--- config.mk ---
export PLATFORM = sky130hd
export DESIGN_NAME = delta_collect
export DESIGN_NICKNAME = d
export VERILOG_FILES = /design/src/rtl/delta_collect.sv
export SDC_FILE = /design/constraint.sdc
export NUM_CORES = 1
export LEC_CHECK = 0
export BUFFER_PORTS_ARGS = -buffer_cell sky130_fd_sc_hd__clkbuf_2
export CELL_PAD_IN_SITES_DETAIL_PLACEMENT = 1
export CELL_PAD_IN_SITES_GLOBAL_PLACEMENT = 1
export CORE_AREA = 8 8 180 182
export DETAILED_ROUTE_END_ITERATION = 12
export DIE_AREA = 0 0 188 190
export HOLD_SLACK_MARGIN = 0.05
export PLACE_DENSITY_LB_ADDON = 0.1
export SLEW_MARGIN = 10
export SYNTH_ARGS = -nofsm -noshare
export SYNTH_HDL_FRONTEND = slang
export SYNTH_SLANG_ARGS = --single-unit
--- constraint.sdc ---
create_clock -name clk -period 2.8 [get_ports clk]
set_input_delay 0.42 -clock clk [delete_from_list [all_inputs] [get_ports clk]]
set_output_delay 0.42 -clock clk [all_outputs]
set_load 0.02 [all_outputs]
--- src/rtl/delta_collect.sv ---
// Receive-side endpoint of the delta lane-adder pipeline: grants issue credits,
// captures every result beat into a FIFO and re-presents it on valid/ready.
module delta_collect #(
  parameter int DW     = 16,
  parameter int H_TILE = 1,
  parameter int DEPTH  = 16,
  parameter int A_LAT  = 11
) (
  input  logic                      clk,
  input  logic                      rst,
  output logic                      credit_ok_o,
  input  logic                      issue_i,
  input  logic                      in_valid_i,
  input  logic [H_TILE*DW-1:0]      in_data_i,
  output logic                      out_valid_o,
  input  logic                      out_ready_i,
  output logic [H_TILE*DW-1:0]      out_data_o,
  output logic [$clog2(DEPTH):0]    count_o,
  output logic [$clog2(DEPTH):0]    inflight_o,
  output logic [2:0]                err_o
);

  localparam int W  = H_TILE * DW;
  localparam int AW = $clog2(DEPTH);
  localparam int CW = AW + 1;
  localparam logic [CW-1:0] FULL = CW'(DEPTH);

  // Pointers wrap naturally only for a power-of-2 depth; a shallower FIFO than
  // the pipeline latency could not absorb a full burst of issued beats.
  if ((DEPTH & (DEPTH - 1)) != 0 || DEPTH < A_LAT + 1) begin : g_param_check
    $error("delta_collect: DEPTH must be a power of 2 and >= A_LAT+1");
  end

  logic [CW-1:0] credits_q, credits_d;
  logic [CW-1:0] count_q, count_d;
  logic [CW-1:0] inflight_q, inflight_d;
  logic [AW-1:0] wr_ptr_q, rd_ptr_q;
  logic [2:0]    err_q;
  logic          credit_ok_q;
  logic [W-1:0]  mem_q [DEPTH];

  logic pop, spurious, push_acc, drop_full, issue_no_credit;

  assign out_valid_o     = (count_q != '0);
  assign pop             = out_valid_o & out_ready_i;
  assign spurious        = in_valid_i & (inflight_q == '0);
  assign push_acc        = in_valid_i & ~spurious & ((count_q != FULL) | pop);
  assign drop_full       = in_valid_i & ~spurious & ~push_acc;
  assign issue_no_credit = issue_i & ~credit_ok_q;

  // NOTE: every variable gets a default at the top of always_comb so no path
  // leaves it unassigned, which would otherwise infer a latch.
  always_comb begin
    credits_d = credits_q;
    if (issue_i && credits_q != '0) credits_d = credits_d - 1'b1;
    if (pop && credits_d != FULL)   credits_d = credits_d + 1'b1;

    inflight_d = inflight_q;
    if (in_valid_i && inflight_q != '0) inflight_d = inflight_d - 1'b1;
    if (issue_i && inflight_d != '1)    inflight_d = inflight_d + 1'b1;

    count_d = count_q + CW'(push_acc) - CW'(pop);
  end

  // NOTE: sequential state uses non-blocking assignments so every register
  // samples the pre-edge values regardless of statement order.
  always_ff @(posedge clk) begin
    if (rst) begin
      credits_q   <= FULL;
      count_q     <= '0;
      inflight_q  <= '0;
      wr_ptr_q    <= '0;
      rd_ptr_q    <= '0;
      err_q       <= '0;
      credit_ok_q <= 1'b1;
    end else begin
      credits_q   <= credits_d;
      count_q     <= count_d;
      inflight_q  <= inflight_d;
      credit_ok_q <= (credits_d != '0);
      err_q       <= err_q | {spurious, drop_full, issue_no_credit};
      if (push_acc) wr_ptr_q <= wr_ptr_q + 1'b1;
      if (pop)      rd_ptr_q <= rd_ptr_q + 1'b1;
    end
  end

  // NOTE: the storage array is deliberately not reset; entries are only ever
  // read behind count_q, and resetting a RAM would block memory inference.
  always_ff @(posedge clk) begin
    if (!rst && push_acc) mem_q[wr_ptr_q] <= in_data_i;
  end

  // Empty FIFO presents zero so stale entries never leak downstream.
  assign out_data_o  = out_valid_o ? mem_q[rd_ptr_q] : '0;
  assign credit_ok_o = credit_ok_q;
  assign count_o     = count_q;
  assign inflight_o  = inflight_q;
  assign err_o       = err_q;

`ifdef SIM
  always_ff @(posedge clk) begin
    if (!rst && err_q == '0)
      assert (int'(credits_q) + int'(count_q) + int'(inflight_q) == DEPTH)
        else $error("delta_collect: credit conservation broken");
  end
`endif

endmodule

* After elaboration in Yosys (flattened, before gate mapping)
Memories as Yosys holds them, arrays and structs flattened. A register that Yosys moved wholly into a read port is not among the register bits.
Index checks and enable logic that the tools add are counted.
** Word-level totals
- Register bits after elaboration :: 27
- RAM bits :: 256
- Input port bits :: 21
- Output and inout bits :: 31
- Memories kept :: 1
** Cells by class
- Add/subtract/negate cells :: 8
- Equal/unequal tests :: 3
- Muxes and demuxes :: 9
- Bitwise logic cells :: 11
- Reductions and logical operators :: 11
** Memory list
- mem_q :: depth 16, bits a word 16, rd ports 1, clocked after Yosys merged registers in 1, write ports 1, line 40 : logic [W-1:0] mem_q [DEPTH];
** Operators with widths (count)
- $mux W5 :: 4
- $reduce_bool A5 Y1 :: 4
- $mux W16 :: 1
- $ne A5 B5 Y1 const B :: 3
- $add A5 B1 Y5 const B :: 2
- $sub A5 B1 Y5 const B :: 2
- $add A4 B1 Y4 const B :: 2
- $mux W4 :: 2
- $and A1 B1 Y1 :: 6
- $add A5 B1 Y5 :: 1
- $logic_and A1 B1 Y1 :: 5
- $logic_not A5 Y1 :: 1
- $sub A5 B1 Y5 :: 1
- $not A1 Y1 :: 3
- $or A3 B3 Y3 :: 1
- $mux W1 :: 2
- $logic_not A1 Y1 :: 1
- $or A1 B1 Y1 :: 1

* Longest topological paths before layout
- Depth in word-level cells :: 8
- Mapped depth :: 16

* Worst setup path before layout
No wires, ideal clock.
- Path kind :: reg2reg
- From :: reg inflight_q[0] (netlist: inflight_o[0])
- To :: reg count_q[4] (netlist: count_o[4])
- Setup time :: 0.128 ns
- Data arrival time :: 2.879 ns
- Setup slack :: -0.206 ns
- Cell stages (with the launch flop) :: 17
- Buffers on the path :: 2
- Period minus slack after synthesis :: 3.006 ns
- Cell sequence :: dfxtp_1 > inv_1 > ha_1 > or4b_1 > buf_2 > o311a_1 > clkbuf_1 > inv_1 > ha_1 > inv_1 > ha_1 > fa_1 > a21oi_1 > nor2_1 > nor2_1 > xnor2_1 > nor2_1
** On the way
- Word-level cells in the longest chain between the ends :: 7
** Ends and longest elaborated chain
- start, declared :: line 36 : logic [CW-1:0] inflight_q, inflight_d;
- start signal, assigned :: line 79 : inflight_q <= inflight_d;
- $logic_not A5 Y1 :: line 46 : assign spurious = in_valid_i & (inflight_q == '0);
- $and A1 B1 Y1 :: line 46
- $not A1 Y1 :: line 47 : assign push_acc = in_valid_i & ~spurious & ((count_q != FULL) | pop);
- $and A1 B1 Y1 (2 in series) :: line 47
- $add A5 B1 Y5 :: line 62 : count_d = count_q + CW'(push_acc) - CW'(pop);
- $sub A5 B1 Y5 :: line 62
- end signal, assigned :: line 78 : count_q <= count_d;
- end, declared :: line 35 : logic [CW-1:0] count_q, count_d;
No other way between the ends.
A chain may end at the register's enable or synchronous reset.

==> metrics <==
endpoints failing setup=16; count leader, synth=edfxtp_1; outcome=finished with violations; CTS root buf=clkbuf_16; htree depth=1; YS warnings=0; Lkg Pwr=4.70 nW; Seq. cell area=8320 um2; antenna cells=0; Die Wd=188 um; largest net degree at the start of global routing=38; slack of the worst reg-to-reg path=40 ps; Post-Place Setup Slack=-67.2 ps; switching share of power=0.292; Final Critical Period=3000 ps; Comb pwr share=0.327; RSZ-0062 raised after global routing=true; initial antenna violation count=0; Async S/R FF share, synth=0; Synth top cells by count=256 x edfxtp_1, 67 x mux4_2, 46 x nor2_1; worst slew pin tran=899 ps; clock tree sinks=287; vias in the first global route=6,628; drt drc=0; WL final=27,200 um; CP endpoint=out_data_o[4]; Max-Cap Viols=0; clock power share=0.288; Critical Path Sink Type=output pin; PnR worst setup slack=-199 ps; failing checks=negative setup slack; CTS Buffer Depth=3; syn_nets=636; #FFs+latches synth=287; hold-fix buffer count after cts=0; gp weighted congestion=0.808; pwr dens=936 nW/um2; Die ar.=35,700 um2; grt ovf=0; setup TNS=-2620 ps; register area share after synthesis=0.714; post-synth top area cell=edfxtp_1; worst hold slack=157 ps; CTS buffer count=30; Initial Utilization=0.396; Post-Synthesis Cells=596; DP HPWL=16,100 um; Port-buffer cells=51; VDD IR-drop max=516 uV; placed cell areas=12,700 um2; Sequential Power Share=0.385; CP Max Fanout=7; Mapped Avg Cell Area=19.5 um2; R2R Path Start=inflight_o[1]; clk slew on worst S/H paths=60 ps; Iter 0 DRT Violations=405; post-DR wirelength/cell=24.0 um; fmax=0.333 GHz; post-route core utilization=0.479; via count=5,960; EDFF count, synth=256; Final ANT Viol Nets=0; first-pass GRT wire length=40,400 um; CP required=2380 ps; Synth Flop Type=edfxtp_1; P_int=9.34 mW; final-report hold violation count=0; type of origin of the critical path=register; gr usage total=0.148; nets=760; area delta synth->final=21.0%; WP data arrival=2580 ps; Worst Reg-to-Reg Cells=13; vias per inst=5.26; num rows=63; Design Area, Final=14,100 um2; post-synth top area share=0.660; P_sw=3.85 mW; count of pins over their slew limit=0; Hold WC Path Type=in2reg; Synth area leaders=edfxtp_1 66%, mux4_2 13%, dfxtp_1 5.3%, mux4_1 2.9%, ha_1 1.9%; fillers=2,723; core area=29,400 um2; Synth cell types=47; Skew-Pair Late Insertion Delay=540 ps; critical path type=reg2out; Die Ht=190 um; Initial DRT Pass Iterations=4; max_slew headroom=0.400; area occupied by multi-input gates=3230 um2; Worst Skew=8.75 ps; CTS tree=built; crit share post-route=1.07; R2R Path End=inflight_o[3]; fraction of layout cells with a size suffix above 1=0.412; Netlist Area Pre-Place=11,600 um2; Ports=52
==> worst min-delay path by stage <==
stage	from	to	slack [ps]	cells after the start
floorplan	rd_ptr_q[1]	register	470	2
global placement	err_o[0]	err_o[0]	450	2
detailed placement	err_o[0]	err_o[0]	480	2
CTS	rst	wr_ptr_q[1]	130	2
global route	rst	wr_ptr_q[2]	160	2
finish	rst	wr_ptr_q[1]	160	2
==> routing by layer <==
metal	wire length, um	share of wire	global-route usage
met5	0	0	0
met1	12000	0.44	0.194
met4	586	0.022	0.0430
met2	13500	0.50	0.251
met3	1080	0.040	0.0260
==> cells in the final DEF (no fill, tap or decap), types with 4 or more instances in the layout <==
cell type  Yosys  final
dfxtp_1       31     24
edfxtp_1     256    256
buf_4          1     50
and2_4         0     14
inv_2          0      4
o21ai_0        5      5
clkbuf_1      11      4
buf_6          5     23
nand2_1       15     13
nor2_2         0     16
nand4_1        4      4
nor2b_1        7      7
clkinv_1       0      8
xor2_1         9      9
xnor2_1       11     11
dfxtp_2        0      5
clkbuf_16      0     35
mux4_2        67     79
clkbuf_2       0     36
a21oi_1        7      6
inv_1         19     13
clkinv_2       0      8
ha_1          18     12
nor2_1        46     30
==> sequential cells by signal, indices dropped and copies added, names as in the netlist, named ones only <==
| name | count |
|---|---|
| credits_q | 5 |
| inflight_o | 5 |
| credit_ok_o | 1 |
| mem_q | 256 |
| rd_ptr_q | 4 |
| err_o | 3 |
| wr_ptr_q | 4 |
| count_o | 5 |
==> critical path, stage by stage, from the launching register on <==
cell       delay (ps)
dfxtp_4           420
buf_12            160
clkbuf_16         170
mux4_2            500
mux4_2            480
and2_4            170
buf_6             120
==> per-stage QoR <==
step	instances	power, mW
final	1133	13.2
after global routing	1133	13.8
after CTS	1117	12.6
after detailed placement	1056	8.64
after global placement	1056	8.54
after floorplan	596	7.57
==> cell families (layout without fill, tap and decap cells) <==
logic type,Yosys count,after routing,synth area share
buffers and inverters,46,193,0.0205
AO/OA/AOI/OAI,26,26,0.0152
AND/OR/NAND/NOR,113,113,0.0513
XOR/XNOR,20,20,0.0150
flip-flops,287,287,0.714
adder cells (fa/ha/maj),19,19,0.0211
multiplexers,85,85,0.163
==> area by class of cell <==
type                       count  share of cell area
tap                          390              0.0346
clock inverter                20              0.0104
multi-input combinational    263               0.229
sequential                   287               0.591
timing repair buffer         119              0.0734
clock buffer                  35              0.0561
inverter                      19             0.00542
==> repair_timing <==
action,4_1_cts,5_1_grt
gates cloned,1,5
pin swaps,2,10
resized for setup,7,103
setup endpoints to repair,18,23
buffers inserted,5,12
==> power groups by stage <==
stage | sequential [mW] | clock [mW] | combinational [mW]
floorplan | 5.17 | 0 | 2.40
global placement | 5.15 | 0 | 3.39
detailed placement | 5.17 | 0 | 3.47
CTS | 5.07 | 3.89 | 3.63
global route | 5.10 | 4.05 | 4.67
finish | 5.08 | 3.79 | 4.32
No activity file was read; power rests on OpenSTA's default activity.
